**config.mk**
```make
export PLATFORM = sky130hd
export DESIGN_NAME = masked_barrett_sched
export DESIGN_NICKNAME = d
export VERILOG_FILES = /design/src/rtl/masked_barrett_sched.sv
export SDC_FILE = /design/constraint.sdc
export NUM_CORES = 1
export LEC_CHECK = 0
export ABC_AREA = 1
export CORE_UTILIZATION = 30
export DETAILED_ROUTE_END_ITERATION = 7
export DONT_BUFFER_PORTS = 1
export SYNTH_ARGS = -nofsm -noshare
export SYNTH_HDL_FRONTEND = slang
export SYNTH_SLANG_ARGS = --single-unit
```
**constraint.sdc**
```tcl
create_clock -name clk -period 5.2 [get_ports clk]
set_input_delay 0.52 -clock clk [delete_from_list [all_inputs] [get_ports clk]]
set_output_delay 0.52 -clock clk [all_outputs]
set_load 0.03 [all_outputs]
```
**src/rtl/masked_barrett_sched.sv**
```systemverilog
// rtl/masked_barrett_sched.sv - round-robin, credit-gated issue scheduler for the masked Barrett datapath
// Optional macro MASKED_BARRETT_SCHED_RND_GATE_EN adds rnd_valid gating of every issue.
module masked_barrett_sched #(
    parameter int LATENCY    = 20,
    parameter int FIFO_DEPTH = 24,
    parameter int IN_W       = 14,
    parameter int OUT_W      = 12
) (
    input  logic                        clk,
    input  logic                        rst_n,
    input  logic                        zeroize,
    input  logic [1:0]                  req_valid,
    output logic [1:0]                  req_ready,
    input  logic [1:0][1:0][IN_W-1:0]   req_data,
    output logic                        dp_in_valid,
    output logic [1:0][IN_W-1:0]        dp_c_rolled,
    input  logic [1:0][OUT_W-1:0]       dp_arith_Q,
    output logic                        rsp_valid,
    input  logic                        rsp_ready,
    output logic [1:0][OUT_W-1:0]       rsp_data,
    output logic                        rsp_id,
`ifdef MASKED_BARRETT_SCHED_RND_GATE_EN
    input  logic                        rnd_valid,
`endif
    output logic                        busy
);

    localparam int PTR_W = $clog2(FIFO_DEPTH);
    localparam int CNT_W = $clog2(FIFO_DEPTH + 1);
    localparam int SUM_W = CNT_W + 1;

    logic [LATENCY-1:0] tag_valid;
    logic [LATENCY-1:0] tag_id;
    logic               rr_ptr;
    logic [CNT_W-1:0]   inflight_cnt;
    logic [CNT_W-1:0]   fifo_cnt;
    logic [PTR_W-1:0]   wr_ptr;
    logic [PTR_W-1:0]   rd_ptr;

    // Each share lives in its own register array; the two are never combined.
    logic [OUT_W-1:0]   fifo_s0 [FIFO_DEPTH];
    logic [OUT_W-1:0]   fifo_s1 [FIFO_DEPTH];
    logic               fifo_id [FIFO_DEPTH];

    logic               rnd_ok;
    logic               credit;
    logic               issue_ok;
    logic               grant_any;
    logic               grant_id;
    logic               capture;
    logic               pop;

`ifdef MASKED_BARRETT_SCHED_RND_GATE_EN
    assign rnd_ok = rnd_valid;
`else
    assign rnd_ok = 1'b1;
`endif

    function automatic logic [PTR_W-1:0] ptr_inc(input logic [PTR_W-1:0] p);
        return (p == PTR_W'(FIFO_DEPTH - 1)) ? '0 : p + PTR_W'(1);
    endfunction

    // A slot is reserved for every token from issue until it leaves the FIFO.
    assign credit   = (SUM_W'(inflight_cnt) + SUM_W'(fifo_cnt)) < SUM_W'(FIFO_DEPTH);
    assign issue_ok = rst_n && credit && !zeroize && rnd_ok;

    always_comb begin
        grant_any = 1'b0;
        grant_id  = 1'b0;
        if (issue_ok) begin
            case (req_valid)
                2'b01: begin
                    grant_any = 1'b1;
                    grant_id  = 1'b0;
                end
                2'b10: begin
                    grant_any = 1'b1;
                    grant_id  = 1'b1;
                end
                2'b11: begin
                    grant_any = 1'b1;
                    grant_id  = rr_ptr;
                end
                default: begin
                    grant_any = 1'b0;
                    grant_id  = 1'b0;
                end
            endcase
        end
    end

    always_comb begin
        req_ready   = 2'b00;
        dp_in_valid = grant_any;
        dp_c_rolled = '0;
        if (grant_any) begin
            req_ready[grant_id] = 1'b1;
            dp_c_rolled         = req_data[grant_id];
        end
    end

    assign capture   = tag_valid[LATENCY-1];
    assign rsp_valid = (fifo_cnt != '0);
    assign pop       = rsp_valid && rsp_ready;
    assign busy      = (inflight_cnt != '0) || (fifo_cnt != '0);

    assign rsp_data[0] = fifo_s0[rd_ptr];
    assign rsp_data[1] = fifo_s1[rd_ptr];
    assign rsp_id      = fifo_id[rd_ptr];

    always_ff @(posedge clk or negedge rst_n) begin
        if (!rst_n) begin
            tag_valid <= '0;
            tag_id    <= '0;
            rr_ptr    <= 1'b0;
        end else if (zeroize) begin
            tag_valid <= '0;
            tag_id    <= '0;
            rr_ptr    <= 1'b0;
        end else begin
            tag_valid <= {tag_valid[LATENCY-2:0], grant_any};
            tag_id    <= {tag_id[LATENCY-2:0], grant_id};
            if (grant_any) begin
                rr_ptr <= ~grant_id;
            end
        end
    end

    always_ff @(posedge clk or negedge rst_n) begin
        if (!rst_n) begin
            inflight_cnt <= '0;
            fifo_cnt     <= '0;
            wr_ptr       <= '0;
            rd_ptr       <= '0;
        end else if (zeroize) begin
            inflight_cnt <= '0;
            fifo_cnt     <= '0;
            wr_ptr       <= '0;
            rd_ptr       <= '0;
        end else begin
            case ({grant_any, capture})
                2'b10:   inflight_cnt <= inflight_cnt + CNT_W'(1);
                2'b01:   inflight_cnt <= inflight_cnt - CNT_W'(1);
                default: inflight_cnt <= inflight_cnt;
            endcase
            case ({capture, pop})
                2'b10:   fifo_cnt <= fifo_cnt + CNT_W'(1);
                2'b01:   fifo_cnt <= fifo_cnt - CNT_W'(1);
                default: fifo_cnt <= fifo_cnt;
            endcase
            if (capture) begin
                wr_ptr <= ptr_inc(wr_ptr);
            end
            if (pop) begin
                rd_ptr <= ptr_inc(rd_ptr);
            end
        end
    end

    always_ff @(posedge clk or negedge rst_n) begin
        if (!rst_n) begin
            for (int i = 0; i < FIFO_DEPTH; i++) begin
                fifo_s0[i] <= '0;
                fifo_s1[i] <= '0;
                fifo_id[i] <= 1'b0;
            end
        end else if (zeroize) begin
            for (int i = 0; i < FIFO_DEPTH; i++) begin
                fifo_s0[i] <= '0;
                fifo_s1[i] <= '0;
                fifo_id[i] <= 1'b0;
            end
        end else if (capture) begin
            fifo_s0[wr_ptr] <= dp_arith_Q[0];
            fifo_s1[wr_ptr] <= dp_arith_Q[1];
            fifo_id[wr_ptr] <= tag_id[LATENCY-1];
        end
    end

    // Credit should make this unreachable; it guards a mismatched LATENCY or depth.
    assert property (@(posedge clk) disable iff (!rst_n)
        !(capture && !zeroize && (fifo_cnt == CNT_W'(FIFO_DEPTH))));

endmodule

```
==> impl_metrics.tcl, run 1 <==
set metrics [dict create \
    status "finished with violations" \
    violations "hold timing, slew limit" \
    finalHoldViolCount 120 \
    synth_area_per_cell_um2 8.911 \
    grt_usage 0.1818 \
    insertion_delay_ps 610 \
    synth.most_common_cell "dfrtp_1" \
    final_antenna_net_count 0 \
    synth_edf_count 0 \
    die_y_um 320.2 \
    fmax_mhz 229.8 \
    path_max_fanout 662 \
    io_pins 144 \
    drive_gt1_frac 0.06491 \
    portBuffers 0 \
    holdCritPathClass "in -> async" \
    postCtsHoldBufs 1 \
    fin_crit_sh 0.8367 \
    cts.sinks 661 \
    synth_cells 3409 \
    tritoncts "yes" \
    start_kind "input pin" \
    synth_area_um2 30380 \
    final_util 0.3306 \
    routabilityCongestion 0.8156 \
    synth_flop_cell "dfrtp_1" \
    drt_first_pass_iters 6 \
    ys_ff_latch 661 \
    endpoint_kind "output port" \
    floorplan.core_area_um2 100100 \
    cts_buffer_depth 3 \
    async_reset_ff_frac 1.000 \
    total_power_mw 12.46 \
    ys_warn_count 0 \
    start_util 0.3033 \
    min_period_ps 4351 \
    routedWlPerCell_um 20.69 \
    fin_hold_ws_ps -390.8 \
    power_density_nw_per_um2 376.4 \
    ir_drop_uv 250.0 \
    dpl.hpwl_um 49160 \
    critPathKind "in -> out" \
    drc 0 \
    finalWirelength_um 93770 \
    crit_slowest_cell "nor2_2" \
    die_w_um 320.2 \
    fin_skew_ps 15.03 \
    fin_nets 3292 \
    setup_viol 0 \
    die_area_um2 102500 \
    cts_buffers 69 \
    grt_pass1_wl_um 146900 \
    relSlewSlack -0.6132 \
    synth_nets 3510 \
    syn2layout_area_growth_pct 8.987 \
    floorplan.rows 116 \
    tightest_slew_ps 2420 \
    critical-path-max-stage-delay_ps 800 \
    path_clk_slew_ps 60 \
    root_buffer "clkbuf_16" \
    worst-endpoint-required_ps 4680 \
    setup_tns_ps 0 \
    grt_max_degree 663 \
    postCtsSetupRepairBufs 0 \
    grt_overflow 0 \
    vias 25018 \
    yosys-top-cells-area "dfrtp_1, nand3_1, o21ai_0" \
    synth_cell_types 45 \
    power_leakage_nw 13.63 \
    first_iter_violations 2483 \
    diodes 0 \
    synthTopCellsByCount "dfrtp_1, nand3_1, o21ai_0" \
    cts-resized-gates 0 \
    netlist.area_leader.share 0.5445 \
    drv_slew 554 \
    critPathArrivalTime_ps 3830 \
    critPathTopFamily "simple AND/OR/NAND/NOR gates" \
    path_buf_inv 1 \
    drv_cap 0 \
    fillers 10438 \
    viasPerCell 5.519 \
    crit_chain "nand2_1, a21oi_2, nand4_1, inv_2, nor2_2, a22o_1" \
    ys_seq_area_frac 0.5445 \
    grt_pass1_vias 24487 \
    grt_antenna_before_repair 2 \
    grt_setup_unrepaired "no" \
    cts_max_level 3 \
    yosysTopAreaCell "dfrtp_1" \
]
logic make-up after synthesis:
logic type | share of synthesized area
simple gates | 0.1173
compound gates | 0.2321
flops | 0.5445
buf+inv | 0.09848
xor+xnor | 0.001153
fa+ha+maj | 0.006425
routing by layer:
metal  vias up  share of wire  routed length [um]  GRT usage
li1      11501              -                   -          -
met4         4          0.029                2759    0.06560
met1     12437           0.43               40620     0.2453
met2       899           0.48               44590     0.2986
met3       177          0.062                5783    0.02305
met5         -        0.00021                  20          0
metrics by stage:
stage	instances	area (um^2)	setup WS (ps)
6_report	4533	33110	849.2
5_1_grt	4533	33110	1052
4_1_cts	4533	33110	1178
3_5_place_dp	4417	30920	1844
3_3_place_gp	4417	30920	1859
2_1_floorplan	3409	30380	2717
area by class of cell:
| class | count | area (um^2) | share of cell area |
|---|---|---|---|
| clock buffer | 104 | 2083 | 0.06292 |
| clock inverter | 11 | 82.58 | 0.002494 |
| inverter | 378 | 1443 | 0.04357 |
| multi-input combinational | 2030 | 10900 | 0.3293 |
| sequential | 661 | 16550 | 0.4999 |
| tap | 1298 | 1624 | 0.04905 |
| timing repair buffer | 51 | 420.4 | 0.01270 |
placed cells by master, fill, tap and decap left out, types with 14 or more instances in the layout:
master	instances
dfrtp_1	658
ha_1	14
a21oi_1	306
o21ai_0	407
a22o_1	28
nor2_1	51
clkbuf_8	14
clkbuf_1	17
buf_4	48
nand2_1	108
a32o_1	25
o21ai_1	208
inv_1	359
nand2_2	14
o22ai_1	300
nand3_1	513
clkbuf_16	73
final timing paths:
kind | cells past startpoint | from | end | slack [ps]
setup / recovery | 6 | rst_n | dp_c_rolled[4] | 850
hold / removal | 0 | rst_n | fifo_cnt[4]$_DFFE_PN0P_ | -390
setup reg to reg | 5 | wr_ptr[2]$_DFFE_PN0P_ | fifo_s0[31]$_DFFE_PN0P_ | 1800
hold reg to reg | 2 | tag_id[12]$_DFF_PN0_ | tag_id[13]$_DFF_PN0_ | 450
max in group asynchronous | 0 | rst_n | rd_ptr[0]$_DFFE_PN0P_ | 3680
min in group clk | 1 | zeroize | tag_id[19]$_DFF_PN0_ | 30
state kept, by name, indices dropped and copies added, names as in the netlist:
name,flops
fifo_s0,288
fifo_s1,288
fifo_id,24
tag_id,20
tag_valid,20
fifo_cnt,5
inflight_cnt,5
rd_ptr,5
wr_ptr,5
rr_ptr,1
power by group:
part	internal (mW)	switching, mW	total [mW]
combinational	0.661	1.64	2.31
sequential	5.18	0.127	5.31
clock	2.80	2.05	4.85
(Power assumes the default switching activity.)
==> run 2: changes to the inputs <==
Clock period 5.2 ns to 3.5 ns, I/O delays scaled along.
==> impl_metrics.tcl, run 2 (same netlist as run 1, synthesis figures left out) <==
set metrics [dict create \
    fin_skew_ps 17.48 \
    postCtsSetupRepairBufs 0 \
    diodes 0 \
    setup_viol 0 \
    r2r_slack_ps 1000 \
    first_iter_violations 2852 \
    drv_slew 475 \
    cts_buffers 67 \
    critPathKind "reg -> out" \
    routabilityCongestion 0.8032 \
    pre_cts_ws_ps 863.5 \
    holdCritPathClass "in -> async" \
    drv_cap 0 \
    postCtsHoldBufs 1 \
    viasPerCell 5.507 \
    die_area_um2 102500 \
    cts.sinks 661 \
    grt_pass1_vias 24225 \
    routedWlPerCell_um 20.72 \
    grt_antenna_before_repair 0 \
    final_antenna_net_count 0 \
    path_max_fanout 47 \
    largestRegisters "fifo_s0 x288, fifo_s1 x288, fifo_id x24" \
    endpoint_kind "output port" \
    portBuffers 0 \
    critPathArrivalTime_ps 2940 \
    grt_overflow 0 \
    io_pins 144 \
    fin_nets 3343 \
    start_kind "flop" \
    path_clk_slew_ps 60 \
    placed_cell_area_um2 31420 \
    reg2regPathDepth 10 \
    floorplan.core_area_um2 100100 \
    final_common_cell "dfrtp_1" \
    crit_slowest_cell "buf_4" \
    vias 25272 \
    finalWirelength_um 95070 \
    grt_setup_unrepaired "no" \
    drt_first_pass_iters 6 \
    dpl.hpwl_um 52130 \
    crit_chain "buf_4, buf_4, nand3_1, nand3_1, nand2_1, a32o_1" \
    die_y_um 320.2 \
    relSlewSlack -1.212 \
    min_period_ps 3290 \
    status "finished with violations" \
    setup_ws_ps 209.8 \
    fillers 10382 \
    critical-path-max-stage-delay_ps 610 \
    syn2layout_area_growth_pct 11.07 \
    violations "hold timing, slew limit" \
    cts_max_level 3 \
    fin_crit_sh 0.9401 \
    power_density_nw_per_um2 564.7 \
    path_buf_inv 2 \
    insertion_delay_ps 610 \
    final_util 0.3369 \
    grt_max_degree 663 \
    layout_common_cells "dfrtp_1, nand3_1, o21ai_0, inv_1, a21oi_1" \
    fin_hold_ws_ps -554.6 \
    grt_pass1_wl_um 147900 \
    cts-resized-gates 0 \
    setup_tns_ps 0 \
    grt_usage 0.1831 \
    drc 0 \
    worst-endpoint-required_ps 3150 \
    drive_gt1_frac 0.07931 \
    root_buffer "clkbuf_16" \
    final_area_um2 33740 \
    power_leakage_nw 14.01 \
    ir_drop_uv 683.0 \
    fmax_mhz 303.9 \
    finalHoldViolCount 252 \
    cts_buffer_depth 3 \
    start_util 0.3033 \
    critPathTopFamily "buffers and inverters" \
    die_w_um 320.2 \
    tightest_slew_ps 3318 \
    floorplan.rows 116 \
    cp.depth 6 \
    tritoncts "yes" \
]
[run 2: cell count changes in the layout (fill, tap and decap cells not counted), sizes merged]
cell,delta
buf,+53
bufinv,+4
clkinv,-1
clkinvlp,-1
inv,+1
[run 2: metrics by stage]
step	std cells	hold slack (ps)	power, mW
floorplan	3409	54.41	10.67
global placement	4470	74.45	11.58
detailed placement	4470	69.39	11.57
CTS	4589	-583.1	19.15
global route	4589	-592.3	19.80
finish	4589	-554.6	19.05
[run 2: worst paths after layout]
check / startpoint / to
setup / recovery: rd_ptr[2]$_DFFE_PN0P_ / rsp_data[16]
hold / removal: rst_n / fifo_cnt[0]$_DFFE_PN0P_
setup reg to reg: fifo_cnt[0]$_DFFE_PN0P_ / fifo_cnt[4]$_DFFE_PN0P_
hold reg to reg: tag_valid[12]$_DFF_PN0_ / tag_valid[13]$_DFF_PN0_
max in group asynchronous: rst_n / fifo_s1[215]$_DFFE_PN0P_
min in group clk: zeroize / tag_id[18]$_DFF_PN0_
[run 2: report_power, final]
part	total, mW	leakage (nW)	internal (mW)	switching (mW)
logic	3.71	3.65	1.07	2.64
clock network	7.57	1.14	4.50	3.07
registers	7.77	9.22	7.70	0.0791
[run 2: metal layers]
layer / wire (um) / vias to the layer above / global-route usage
met5: 0 / - / 0
met4: 3315 / 0 / 0.07273
met3: 7125 / 176 / 0.02980
met2: 44770 / 1093 / 0.2943
met1: 39870 / 12391 / 0.2457
li1: - / 11612 / -
[run 2: area by class of cell]
cell class                      instances  area (um^2)  share of cell area
Multi-Input combinational cell       2030        10890              0.3226
Sequential cell                       661        16550              0.4905
Clock buffer                          104         2103             0.06233
Clock inverter                         14        202.7            0.006007
Inverter                              378         1443             0.04275
Tap cell                             1298         1624             0.04813
Timing Repair Buffer                  104        930.9             0.02759
[run 2: worst reg2reg max path, cell delays in order, from the launching register on]
cell and delay [ps]:
dfrtp_1 490, nor2_1 100, nand2_1 290, nand2_1 220, nor2_2 360, ha_1 350, a21oi_1 130, nand2_1 70
xor2_1 150, xnor2_1 130, o21ai_1 140
